## config.mk

```make
export PLATFORM = sky130hd
export DESIGN_NAME = bcd_display_scanner
export DESIGN_NICKNAME = d
export VERILOG_FILES = /design/src/rtl/bcd_display_scanner.sv
export SDC_FILE = /design/constraint.sdc
export NUM_CORES = 1
export LEC_CHECK = 0
export ABC_CLOCK_PERIOD_IN_PS = 3800
export BUFFER_PORTS_ARGS = -buffer_cell sky130_fd_sc_hd__buf_2
export CORE_MARGIN = 4
export CORE_UTILIZATION = 25
export CTS_BUF_LIST = sky130_fd_sc_hd__clkbuf_16
export CTS_CLUSTER_DIAMETER = 60
export DETAILED_ROUTE_END_ITERATION = 16
export MAX_ROUTING_LAYER = met4
export PLACE_DENSITY = 0.49
export SYNTH_ARGS = -nofsm -noshare
export SYNTH_HDL_FRONTEND = slang
export SYNTH_SLANG_ARGS = --single-unit
```

## constraint.sdc

```tcl
create_clock -name clk -period 3.8 [get_ports clk]
set_clock_uncertainty 0.15 [all_clocks]
set_input_delay 1.14 -clock clk [delete_from_list [all_inputs] [get_ports clk]]
set_output_delay 1.14 -clock clk [all_outputs]
set_load 0.02 [all_outputs]
```

## src/rtl/bcd_display_scanner.sv

```systemverilog
// -----------------------------------------------------------------------------
// bcd_display_scanner
//
// Converts an 8-bit unsigned value into three BCD digits with a sequential
// shift-and-add-3 (double dabble) engine, then time-multiplexes those digits
// onto a single 7-segment driver.
//
// A conversion is started whenever bin differs from the last value captured.
// The running conversion ignores bin; a newer value is picked up on the first
// IDLE cycle after the commit. The display only ever shows the committed
// result, so partial accumulator values never reach the segments.
//
// Handshake: none on the input side. done is a one-cycle pulse on the edge that
// loads bcd; busy is high from the capture edge up to (not including) that edge.
//
// Ports
//   clk       system clock, rising edge
//   reset     asynchronous active-low reset
//   bin       value to display
//   busy      conversion in progress
//   done      one-cycle pulse when bcd is updated
//   bcd       committed result {hundreds[9:8], tens[7:4], ones[3:0]}
//   seg       active-high segments, seg[6]=a .. seg[0]=g, for the enabled digit
//   digit_en  one-hot digit select: bit0 ones, bit1 tens, bit2 hundreds
//
// The FSM state register is named 'state' for hierarchical observation.
// -----------------------------------------------------------------------------
module bcd_display_scanner #(
  parameter int REFRESH_DIV = 50000,
  parameter bit BLANK_LZ    = 1'b1
) (
  input  logic       clk,
  input  logic       reset,
  input  logic [7:0] bin,
  output logic       busy,
  output logic       done,
  output logic [9:0] bcd,
  output logic [6:0] seg,
  output logic [2:0] digit_en
);

  localparam int CW = (REFRESH_DIV > 2) ? $clog2(REFRESH_DIV) : 1;
  localparam logic [CW-1:0] REFRESH_LAST = CW'(REFRESH_DIV - 1);

  typedef enum logic [1:0] {
    IDLE   = 2'd0,
    SHIFT  = 2'd1,
    COMMIT = 2'd2
  } state_t;

  state_t      state;
  logic [7:0]  last_bin;
  logic [7:0]  shift_reg;
  logic [9:0]  acc;
  logic [2:0]  iter;
  logic [CW-1:0] refresh_cnt;
  logic [1:0]  digit_idx;

  // Add-3 correction applied before each shift. The hundreds field never
  // exceeds 1 before the final shift, so it needs no correction.
  logic [9:0] acc_adj;
  always_comb begin
    acc_adj = acc;
    if (acc[3:0] >= 4'd5) acc_adj[3:0] = acc[3:0] + 4'd3;
    if (acc[7:4] >= 4'd5) acc_adj[7:4] = acc[7:4] + 4'd3;
  end

  // Conversion FSM
  always_ff @(posedge clk or negedge reset) begin
    if (!reset) begin
      state     <= IDLE;
      busy      <= 1'b0;
      done      <= 1'b0;
      bcd       <= '0;
      last_bin  <= '0;
      shift_reg <= '0;
      acc       <= '0;
      iter      <= '0;
    end else begin
      done <= 1'b0;
      case (state)
        IDLE: begin
          if (bin != last_bin) begin
            shift_reg <= bin;
            acc       <= '0;
            last_bin  <= bin;
            iter      <= '0;
            busy      <= 1'b1;
            state     <= SHIFT;
          end
        end
        SHIFT: begin
          acc       <= {acc_adj[8:0], shift_reg[7]};
          shift_reg <= {shift_reg[6:0], 1'b0};
          iter      <= iter + 3'd1;
          if (iter == 3'd7) state <= COMMIT;
        end
        COMMIT: begin
          bcd   <= acc;
          done  <= 1'b1;
          busy  <= 1'b0;
          state <= IDLE;
        end
        default: state <= IDLE;
      endcase
    end
  end

  // Refresh timer and digit rotation: ones -> tens -> hundreds -> ones
  always_ff @(posedge clk or negedge reset) begin
    if (!reset) begin
      refresh_cnt <= '0;
      digit_idx   <= 2'd0;
    end else if (refresh_cnt == REFRESH_LAST) begin
      refresh_cnt <= '0;
      digit_idx   <= (digit_idx == 2'd2) ? 2'd0 : digit_idx + 2'd1;
    end else begin
      refresh_cnt <= refresh_cnt + 1'b1;
    end
  end

  // Digit select and segment decode from the committed result only
  logic [3:0] cur_digit;
  logic       blank;
  always_comb begin
    digit_en  = 3'b001;
    cur_digit = bcd[3:0];
    blank     = 1'b0;
    case (digit_idx)
      2'd1: begin
        digit_en  = 3'b010;
        cur_digit = bcd[7:4];
        blank     = BLANK_LZ && (bcd[9:8] == 2'd0) && (bcd[7:4] == 4'd0);
      end
      2'd2: begin
        digit_en  = 3'b100;
        cur_digit = {2'b00, bcd[9:8]};
        blank     = BLANK_LZ && (bcd[9:8] == 2'd0);
      end
      default: begin
        digit_en  = 3'b001;
        cur_digit = bcd[3:0];
        blank     = 1'b0;
      end
    endcase
  end

  always_comb begin
    seg = 7'b0000000;
    if (!blank) begin
      case (cur_digit)
        4'd0: seg = 7'b1111110;
        4'd1: seg = 7'b0110000;
        4'd2: seg = 7'b1101101;
        4'd3: seg = 7'b1111001;
        4'd4: seg = 7'b0110011;
        4'd5: seg = 7'b1011011;
        4'd6: seg = 7'b1011111;
        4'd7: seg = 7'b1110000;
        4'd8: seg = 7'b1111111;
        4'd9: seg = 7'b1111011;
        default: seg = 7'b0000000;
      endcase
    end
  end

endmodule

```

Word level (Yosys, flattened, before mapping):

Memories as Yosys holds them, arrays and structs flattened.
Cells that the tools add are included.

* flip-flop bits (word level): 61
* output and inout port bits: 22
* memory bits (read-only): 112
* input port bits: 10
* memories: 1
* logic and storage cells: 57

* $add $sub $neg: 5
* mux-type cells: 20
* reductions and logical operators: 10
* equal/unequal tests: 9
* magnitude comparators: 2

Memory list
* (no name shown): words 16, bits a word 7, rd ports 1, clocked after memory_dff 0, wr ports 0, line 151 `case (cur_digit)`

Operators by type and width (number)
* $pmux 10 s2: 1
* $add 16x1->16 const B: 1
* $eq 16x16->1 const B: 1
* $mux 16: 1
* $pmux 8 s2: 1
* $pmux 3 s2: 2
* $mux 10: 1
* $add 4x2->4 const B: 2
* $ge 4x3->1 const B: 2
* $mux 4: 2
* $mux 8: 1
* $ne 8x8->1: 1
* $pmux 4 s2: 1
* $reduce_and 2->1: 4
* $mux 7: 1
* $mux 2: 3
* $eq 2x1->1 const B: 2
* $eq 2x2->1 const B: 2
* $logic_not 2->1: 2
* $logic_not 4->1: 1
* $ne 2x2->1 const B: 2
* $pmux 1 s2: 2
* $pmux 2 s2: 1
* $reduce_bool 2->1: 2
* 6 further kinds: 7

Logic depth before layout (Yosys ltp):

Gate-level depths: netlist of the first run.

* depth in word-level cells: 4
* mapped depth: 10

Worst setup path after synthesis of the first run:

OpenSTA, ideal clock, no wires.

* path type: reg2out
* start point: reg digit_idx[0]
* end point: out seg[3]
* arrival time: 2.500 ns
* setup slack: 0.010 ns
* stages on the path, launching flop included: 9
* cell sequence: dfrtp_1 > inv_1 > ha_1 > buf_2 > mux2i_1 > inv_1 > ha_1 > mux2_2 > a211oi_1

* cells in the longest elaborated chain, start to end: 4

RTL lines
* from (decl): line 57 `logic [1:0] digit_idx;`
* from (signal assigned): line 116 `digit_idx <= (digit_idx == 2'd2) ? 2'd0 : digit_idx + 2'd1;`
* $eq 2x2->1 or $eq 2x1->1 (tied branches): line 129 `case (digit_idx)`
* $pmux 4 s2: line 129
* $mem_v2 16x7
* $mux 7 *: line 150 `if (!blank) begin`
* to (decl): line 38 `output logic [6:0] seg,`

Every way passes the cells marked *; elsewhere a longest branch is shown, timed or not.

Worst setup path in the final report of the first run:

Same ends and word-level chain as after synthesis.

==> qor.yml, run 1 <==
outcome:
  status: "finished, final reports clean"
logic_synthesis:
  syn_area_per_cell_um2: 11.5
  syn_area_mm2: 0.00315
  synth_edf_count: 0
  synth_ff_type: "dfrtp_1"
  synth_seq_cells: 61
  ys_types: 50
  syn-instance-count: 275
  ys_seq_area_frac: 0.485
  async_flop_share: 1.00
  syn-num-nets: 302
  yosys.area.top_type_share: 0.485
  synthTopCellsByArea: "dfrtp_1 (48%), ha_1 (6.8%), mux2_2 (6.4%)"
  synth.most_common_cell: "dfrtp_1"
  synth-warning-count: 0
  yosys.area.top_type: "dfrtp_1"
  synthTopCellsByCount: "dfrtp_1 (61), mux2_2 (18), ha_1 (17), inv_1 (15), xor2_1 (15)"
sta:
  holdWs_ps: 328
  hold_viol_final: 0
  fmax_mhz: 269
  period_share: 0.977
  drv_slew: 0
  tightest_slew_ps: 1130
  finalSetupViolCount: 0
  setup_tns_ps: 0
  slew_headroom: 0.247
  min_period_ps: 3710
  rsz0062_at_grt: "yes"
setup_path:
  rr_worst_depth: 4
  critPathCaptureType: "output pin"
  rrSetupSlack_ps: 1500
  cp.arrival_ps: 2420
  crit_type: "register to output pin"
  r2r-start: "refresh_cnt[13]"
  cp_data_required_time_ps: 2510
  r2r-end: "refresh_cnt[9]"
  startpoint_type: "register"
  path_max_fanout: 4
global_route:
  gr-usage-all-layers: 0.0977
  antenna_found_initial: 0
  grt_max_degree: 26
  grt_pass1_vias: 2159
  grt.overflow.total: 0
  grt_pass1_wl_mm: 11.0
floorplanning:
  die_w_um: 120
  die_y_um: 120
  io_pins: 32
  core_area_mm2: 0.0122
  initial_core_util: 0.259
  num_rows: 40
  fp.dieArea_mm2: 0.0145
cts:
  cts_setup_buffers: 0
  clockBufferDepth: 2
  clk_pin_slew_worst_paths_ps: 50
  clock_sinks: 61
  cts_root_buffer: "clkbuf_16"
  clock_latency_ps: 330
  cts_made_buffers: 9
  cts_tree: "yes"
  htree_levels: 3
run:
  cap_violations: 0
place:
  post-dp-hpwl_mm: 4.66
  place_area_mm2: 0.00351
  dp.cells: 472
  port_buffers: 31
  place.gp.congestion: 0.844
power_and_ir_drop:
  ir_drop_mv: 0.286
  p_leak_uw: 0.00174
  power_density_mw_per_mm2: 797
  power_uw: 3120
route:
  drc: 0
  drt-total-wl_mm: 6.43
  vias_per_cell: 4.48
  drtAntennaViolNets: 0
  vias: 2188
  wl_per_cell_um: 13.2
  drt_iter0_drc: 81
  drtPass1Iterations: 4
cells_and_area:
  multi_input_area_mm2: 0.00158
  syn2layout_area_growth_pct: 24.4
  largest_reg_flops: 16
  fin_cells: 488
  fin_area_mm2: 0.00392
  regArea_mm2: 0.00153
  top_register: "refresh_cnt"
  fillers: 1264
  layout.nets: 342
  largestRegisters: "refresh_cnt: 16 flops, acc: 10 flops, bcd: 10 flops"
  layout-drive-gt1-share: 0.284
  diodes: 0
worst_hold_path:
  hold_class: "register to register"
  min_from: "busy"
  holdPathStages: 1
  min_delay_worst_endpoint: "busy"
where the power goes:
| part | total (uW) | internal, uW | switching (uW) | leakage (uW) |
|---|---|---|---|---|
| sequential | 1020 | 847 | 174 | 0.000773 |
| combinational | 1180 | 558 | 621 | 0.000804 |
| clock | 923 | 637 | 286 | 0.000167 |
worst max-delay path: stages, from the launching register on:
cell and delay [ps]:
dfrtp_2 420, inv_4 60, ha_2 210, a22o_1 200
mux2i_2 170, inv_1 90, ha_1 300, mux2_2 280
a211oi_2 220, buf_4 170
area by class of cell:
cell class,count,share of cell area
Sequential cell,61,0.390
Tap cell,168,0.0536
Clock inverter,7,0.0294
Multi-Input combinational cell,192,0.404
Inverter,15,0.0150
Clock buffer,9,0.0575
Timing Repair Buffer,36,0.0504
cell families (layout without fill, tap and decap cells):
| group | Yosys count | in the layout | synth area share |
|---|---|---|---|
| buffers and inverters | 22 | 67 | 0.0310 |
| DFF | 61 | 61 | 0.485 |
| adders and majority gates | 17 | 17 | 0.0675 |
| and+or+nand+nor | 74 | 74 | 0.141 |
| xor gates and xnor gates | 25 | 25 | 0.0695 |
| AOI/OAI and AO/OA | 55 | 55 | 0.133 |
| muxes | 21 | 21 | 0.0739 |
per-layer routing:
| layer | global-route usage | vias to the layer above | part of all wire |
|---|---|---|---|
| li1 | - | 1069 | - |
| met3 | 0.0299 | 8 | 0.035 |
| met5 | - | - | 0 |
| met1 | 0.126 | 1083 | 0.50 |
| met2 | 0.148 | 28 | 0.46 |
| met4 | 0.0297 | 0 | 0.011 |
per-stage QoR:
stage,setup WS (ps),util
2_1_floorplan,10.2,-
3_3_place_gp,209,0.289
3_5_place_dp,156,0.289
4_1_cts,2.96,0.320
5_1_grt,-44.9,0.322
6_report,88.4,0.322
worst max-delay path by stage:
stage                  from     end  slack [ps]
3_5_place_dp   digit_idx[0]  seg[0]         160
3_3_place_gp   digit_idx[0]  seg[0]         210
4_1_cts        digit_idx[1]  seg[0]           3
6_report       digit_idx[0]  seg[3]          90
5_1_grt        digit_idx[1]  seg[3]         -40
2_1_floorplan  digit_idx[0]  seg[3]          10
cells in the final DEF (no fill, tap or decap), types with 2 or more instances in the layout:
master / instances
or4bb_1: 2
buf_2: 29
nor2_1: 11
ha_4: 2
clkbuf_16: 9
xor2_1: 15
inv_1: 14
nor4_2: 2
a211oi_1: 2
or3_1: 3
nor4_1: 2
a221o_1: 7
bufinv_16: 3
nand2b_1: 3
nand2_1: 13
ha_2: 2
nor4b_1: 2
nor3_1: 5
o2bb2ai_1: 2
a211o_1: 2
buf_4: 7
xnor2_1: 10
a21o_1: 2
nand4_1: 5
and3_1: 5
mux2_2: 18
a21oi_1: 7
a22o_1: 9
dfrtp_1: 60
and2_1: 8
ha_1: 13
mux2i_1: 2
o21ai_0: 10
nand3_1: 4
nor2b_1: 2
repair_timing:
action / in CTS / in global routing
gates resized for setup: 12 / 7
endpoints found under the hold margin: 0 / 0
hold buffers: 0 / 0
endpoints found under the setup margin: 3 / 3
Power figures use the tool's default switching activity.
==> inputs of run 2 (changes only) <==
--- a/config.mk
+++ b/config.mk
@@ -8,12 +8,12 @@
 export ABC_CLOCK_PERIOD_IN_PS = 3800
 export BUFFER_PORTS_ARGS = -buffer_cell sky130_fd_sc_hd__buf_2
 export CORE_MARGIN = 4
-export CORE_UTILIZATION = 25
+export CORE_UTILIZATION = 35
 export CTS_BUF_LIST = sky130_fd_sc_hd__clkbuf_16
 export CTS_CLUSTER_DIAMETER = 60
 export DETAILED_ROUTE_END_ITERATION = 16
 export MAX_ROUTING_LAYER = met4
-export PLACE_DENSITY = 0.49
+export PLACE_DENSITY = 0.61
 export SYNTH_ARGS = -nofsm -noshare
 export SYNTH_HDL_FRONTEND = slang
 export SYNTH_SLANG_ARGS = --single-unit
==> run 2 against run 1 <==
Effect of this change: worst hold slack improved by 15 ps; combinational power rose by 5%; sequential power barely moved; critical endpoint unchanged; die area fell by 27%; utilization rose by 12 points; global-route usage rose by 3.7 points; worst setup slack got worse by 6.2 ps; critical path type unchanged.
==> qor.yml, run 2 (synthesis results as in run 1) <==
outcome:
  status: "finished, final reports clean"
setup_path:
  r2r-start: "refresh_cnt[4]"
  startpoint_type: "register"
  r2r-end: "refresh_cnt[9]"
  crit_type: "register to output pin"
  path_max_fanout: 6
  cp.arrival_ps: 2430
  rr_worst_depth: 4
  rrSetupSlack_ps: 1550
  critPathCaptureType: "output pin"
  cp_data_required_time_ps: 2510
cells_and_area:
  diodes: 0
  final_common_cell: "dfrtp_1"
  layout-drive-gt1-share: 0.304
  regArea_mm2: 0.00153
  layout.nets: 348
  top_register: "refresh_cnt"
  syn2layout_area_growth_pct: 23.4
  layout_common_cells: "dfrtp_1 (61), buf_2 (29), mux2_2 (18), xor2_1 (15)"
  fin_cells: 434
  largest_reg_flops: 16
  fin_area_mm2: 0.00389
  largestRegisters: "refresh_cnt: 16 flops, acc: 10 flops, bcd: 10 flops"
  fillers: 781
  final_core_util: 0.446
  multi_input_area_mm2: 0.00164
floorplanning:
  die_w_um: 103
  fp.dieArea_mm2: 0.0106
  num_rows: 34
  initial_core_util: 0.361
  core_area_mm2: 0.00872
  die_y_um: 103
  io_pins: 32
power_and_ir_drop:
  power_frac_seq: 0.339
  cellInternalPower_uw: 1950
  ir_drop_mv: 0.320
  combPwrFrac: 0.410
  p_leak_uw: 0.00175
  switchingPower_uw: 1080
  power_density_mw_per_mm2: 779
  clockPowerShare: 0.251
  swShare: 0.357
cts:
  clock_sinks: 61
  htree_levels: 3
  clk_pin_slew_worst_paths_ps: 50
  cts_made_buffers: 9
  cts_tree: "yes"
  clockBufferDepth: 2
  cts_root_buffer: "clkbuf_16"
  clock_latency_ps: 320
route:
  drc: 0
  wl_per_cell_um: 14.4
  drt-total-wl_mm: 6.26
  drtAntennaViolNets: 0
  vias_per_cell: 5.19
  drt_iter0_drc: 79
  vias: 2252
  drtPass1Iterations: 4
worst_hold_path:
  holdPathStages: 1
  min_from: "refresh_cnt[13]"
  min_delay_worst_endpoint: "refresh_cnt[13]"
  hold_class: "register to register"
sta:
  layout_setup_ws_ps: 82.1
  min_period_ps: 3720
  slew_headroom: 0.260
  hold_viol_final: 0
  drv_slew: 0
  holdWs_ps: 343
  fmax_mhz: 269
  tightest_slew_ps: 1110
  period_share: 0.978
  finalSetupViolCount: 0
run:
  cap_violations: 0
place:
  port_buffers: 31
  place.gp.congestion: 0.827
  post-place-ws_ps: 91.1
  place_area_mm2: 0.00344
  dp.cells: 412
  post-dp-hpwl_mm: 4.37
global_route:
  grt_pass1_wl_mm: 10.7
  gr-usage-all-layers: 0.134
  antenna_found_initial: 0
  grt_max_degree: 26
  grt_pass1_vias: 2242
  grt.overflow.total: 0
[run 2: cell count changes in the layout (fill, tap and decap cells not counted), sizes merged]
cell    previous run  this run
buf               36        42
bufinv             3         1
clkinv             2         4
[run 2: final cells by class]
type	count	area share
repair buffers	42	0.0634
well taps	108	0.0348
clock buffers	9	0.0580
flip-flops and latches	61	0.393
inverters	15	0.0145
multi-input cells	192	0.422
clock inverters	7	0.0148
[run 2: worst max path at each step]
stage,start,to,slack [ps]
2_1_floorplan,digit_idx[0],seg[3],10
3_3_place_gp,digit_idx[0],seg[0],170
3_5_place_dp,digit_idx[0],seg[0],90
4_1_cts,digit_idx[1],seg[0],10
5_1_grt,digit_idx[0],seg[3],-20
6_report,digit_idx[0],seg[3],80
[run 2: critical path, stage by stage (launching register included)]
cell and delay, ps:
dfrtp_1 420, inv_2 150, ha_4 250, buf_4 160, and3_4 180, a21oi_4 190, mux2_2 360, a211oi_1 210
buf_2 190
[run 2: power groups by stage]
stage	clock network, uW	logic [uW]	registers, uW
2_1_floorplan	0	823	1040
3_3_place_gp	0	1130	1020
3_5_place_dp	0	1150	1030
4_1_cts	784	1180	1020
5_1_grt	814	1390	1060
6_report	760	1240	1030
[run 2: layer usage]
layer	vias up	track usage	wire, um
met5	-	-	0
met4	0	0.0588	138
met3	11	0.0325	271
met2	47	0.201	2830
met1	1103	0.173	3020
li1	1091	-	-
[run 2: what timing repair did]
item	in CTS	in global routing
resized for setup	11	16
endpoints found under the setup margin	5	3
pin swaps	0	5
setup buffers	2	4
hold buffers	0	0
[run 2: through the flow]
step                      setup TNS (ps)  power [uW]
after CTS                              0        2990
after global routing               -38.1        3260
after global placement                 0        2150
after floorplan                        0        1860
final                                  0        3030
after detailed placement               0        2180
==> inputs of run 3 (changes only) <==
--- a/config.mk
+++ b/config.mk
@@ -5,8 +5,10 @@
 export SDC_FILE = /design/constraint.sdc
 export NUM_CORES = 1
 export LEC_CHECK = 0
+export ABC_AREA = 1
 export ABC_CLOCK_PERIOD_IN_PS = 3800
 export BUFFER_PORTS_ARGS = -buffer_cell sky130_fd_sc_hd__buf_2
+export CAP_MARGIN = 10
 export CORE_MARGIN = 4
 export CORE_UTILIZATION = 35
 export CTS_BUF_LIST = sky130_fd_sc_hd__clkbuf_16
==> run 3 against run 2 <==
Effect of this change: utilization shrank 2.3 points; sequential cell count unchanged; critical path depth grew 4; cell count is 38% higher; non-clock buffer count shrank 7; maximum frequency up 3.8%; global-route usage down 0.47 points; synthesized cell count increased by 56%; wire length increased by 6.4%; worst hold slack got worse by 24 ps; synthesized area increased by 6.0%; register-to-register slack improved by 380 ps.
==> qor.yml, run 3 <==
outcome:
  status: "finished, final reports clean"
power_and_ir_drop:
  ir_drop_mv: 0.314
  p_leak_uw: 0.00203
  power_density_mw_per_mm2: 748
route:
  vias: 2737
  vias_per_cell: 4.58
  drt_iter0_drc: 149
  wl_per_cell_um: 11.2
  drc: 0
  drtAntennaViolNets: 0
  drtPass1Iterations: 4
  drt-total-wl_mm: 6.66
sta:
  period_share: 0.942
  slew_headroom: 0.479
  hold_viol_final: 0
  holdWs_ps: 320
  fmax_mhz: 279
  min_period_ps: 3580
  tightest_slew_ps: 782
  finalSetupViolCount: 0
  setup_tns_ps: 0
  drv_slew: 0
  layout_setup_ws_ps: 219
logic_synthesis:
  ys_types: 31
  synth.most_common_cell: "nand2_1"
  async_flop_share: 1.00
  synth-warning-count: 0
  yosys.area.top_type: "dfrtp_1"
  yosys.area.top_type_share: 0.457
  syn_area_per_cell_um2: 7.78
  synth_ff_type: "dfrtp_1"
  ys_seq_area_frac: 0.457
  synth_seq_cells: 61
  synthTopCellsByCount: "nand2_1 (117), dfrtp_1 (61), inv_1 (58), nor2_1 (41), o21ai_0 (39)"
  syn-instance-count: 429
  synthTopCellsByArea: "dfrtp_1 (46%), nand2_1 (13%), inv_1 (6.5%)"
  syn-num-nets: 456
  synth_edf_count: 0
  syn_area_mm2: 0.00334
setup_path:
  cp_data_required_time_ps: 2510
  cp_slowest_cell: "dfrtp_1"
  cp.arrival_ps: 2290
  critical_path.top_delay_family: "adder cells"
  crit_type: "register to output pin"
  path_max_fanout: 8
  critPathMaxStageDelay_ps: 390
  timing.critical_path.buf_inv: 4
  cp_cell_sequence: "inv_1 -> ha_4 -> nand2_1 -> inv_1 -> nand2_1 -> nand3_2 -> inv_2 -> ha_1 -> nor2_2 -> nor2_1 -> nor2_1 -> buf_2"
  critPathCaptureType: "output pin"
  startpoint_type: "register"
cells_and_area:
  top_register: "refresh_cnt"
  diodes: 0
  fin_cells: 597
  layout_common_cells: "nand2_1 (117), dfrtp_1 (61), inv_1 (59), nor2_1 (41), o21ai_0 (38)"
  final_common_cell: "nand2_1"
  regArea_mm2: 0.00153
  layout.nets: 491
  layout-drive-gt1-share: 0.137
  syn2layout_area_growth_pct: 17.6
  multi_input_area_mm2: 0.00155
  fillers: 945
  largest_reg_flops: 16
  final_core_util: 0.423
  largestRegisters: "refresh_cnt: 16 flops, acc: 10 flops, bcd: 10 flops"
cts:
  cts_root_buffer: "clkbuf_16"
  clock_sinks: 61
  clk_pin_slew_worst_paths_ps: 50
  cts_tree: "yes"
  holdBufCountCts: 0
  clockBufferDepth: 2
  cts_setup_buffers: 0
  htree_levels: 3
  cts_resized: 2
  clock_latency_ps: 320
  cts_made_buffers: 9
floorplanning:
  die_y_um: 106
  core_area_mm2: 0.00928
  io_pins: 32
  fp.dieArea_mm2: 0.0112
  die_w_um: 106
  initial_core_util: 0.360
  num_rows: 35
global_route:
  gr-usage-all-layers: 0.130
  grt.overflow.total: 0
  antenna_found_initial: 0
  grt_pass1_wl_mm: 11.5
  grt_pass1_vias: 2529
  grt_max_degree: 62
place:
  post-dp-hpwl_mm: 4.67
  port_buffers: 31
  dp.cells: 582
  place.gp.congestion: 0.845
  post-place-ws_ps: 193
worst_hold_path:
  hold_class: "register to register"
run:
  cap_violations: 0
-- run 3: layout make-up --
type,instances,area share
Multi-Input combinational cell,296,0.394
Sequential cell,61,0.389
Inverter,61,0.0593
Clock buffer,9,0.0574
Timing Repair Buffer,35,0.0472
Tap cell,129,0.0411
Clock inverter,6,0.0124
-- run 3: logic make-up (layout without fill, tap and decap cells) --
logic type	Yosys count	after routing	synth area share
buffers and inverters	72	111	0.0862
xor gates and xnor gates	14	14	0.0367
adders and majority gates	17	17	0.0637
and+or+nand+nor	212	212	0.269
AOI/OAI and AO/OA	53	53	0.0866
DFF	61	61	0.457
-- run 3: final timing paths --
path / depth (start not counted) / slack, ps / start / endpoint
worst min-delay path: 1 / 320 / refresh_cnt[0] / refresh_cnt[0]
worst max register to register: 7 / 1930 / last_bin[7] / state[0]
worst max-delay path: 12 / 220 / digit_idx[1] / seg[3]
max in group asynchronous: 2 / 2150 / reset / busy
min in group asynchronous: 2 / 830 / reset / refresh_cnt[12]
worst min register to register: 1 / 320 / refresh_cnt[0] / refresh_cnt[0]
-- run 3: metal layers --
metal  share of wire  global-route usage  vias up
li1                -                   -     1422
met1            0.47               0.162     1259
met2            0.47               0.202       51
met3           0.047              0.0472        5
met4          0.0077              0.0305        0
met5               0                   -        -
-- run 3: worst reg2reg max path, cell delays in order, from the launching register on --
cell and delay, ps:
dfrtp_1 390, xnor2_1 160, nand2_1 70, nor2_1 150, nand2_1 90, nand2_1 230
buf_4 360, o21ai_0 140
-- run 3: power by group --
| group | total, uW | switching, uW | internal, uW |
|---|---|---|---|
| clock network | 756 | 265 | 491 |
| logic | 1160 | 744 | 419 |
| registers | 1020 | 163 | 855 |
-- run 3: through the flow --
| step | cell area [um^2] | power, uW |
|---|---|---|
| after floorplan | 3340 | 1890 |
| after global placement | 3630 | 2170 |
| after detailed placement | 3630 | 2200 |
| after CTS | 3910 | 2970 |
| after global routing | 3930 | 3200 |
| final | 3930 | 2940 |
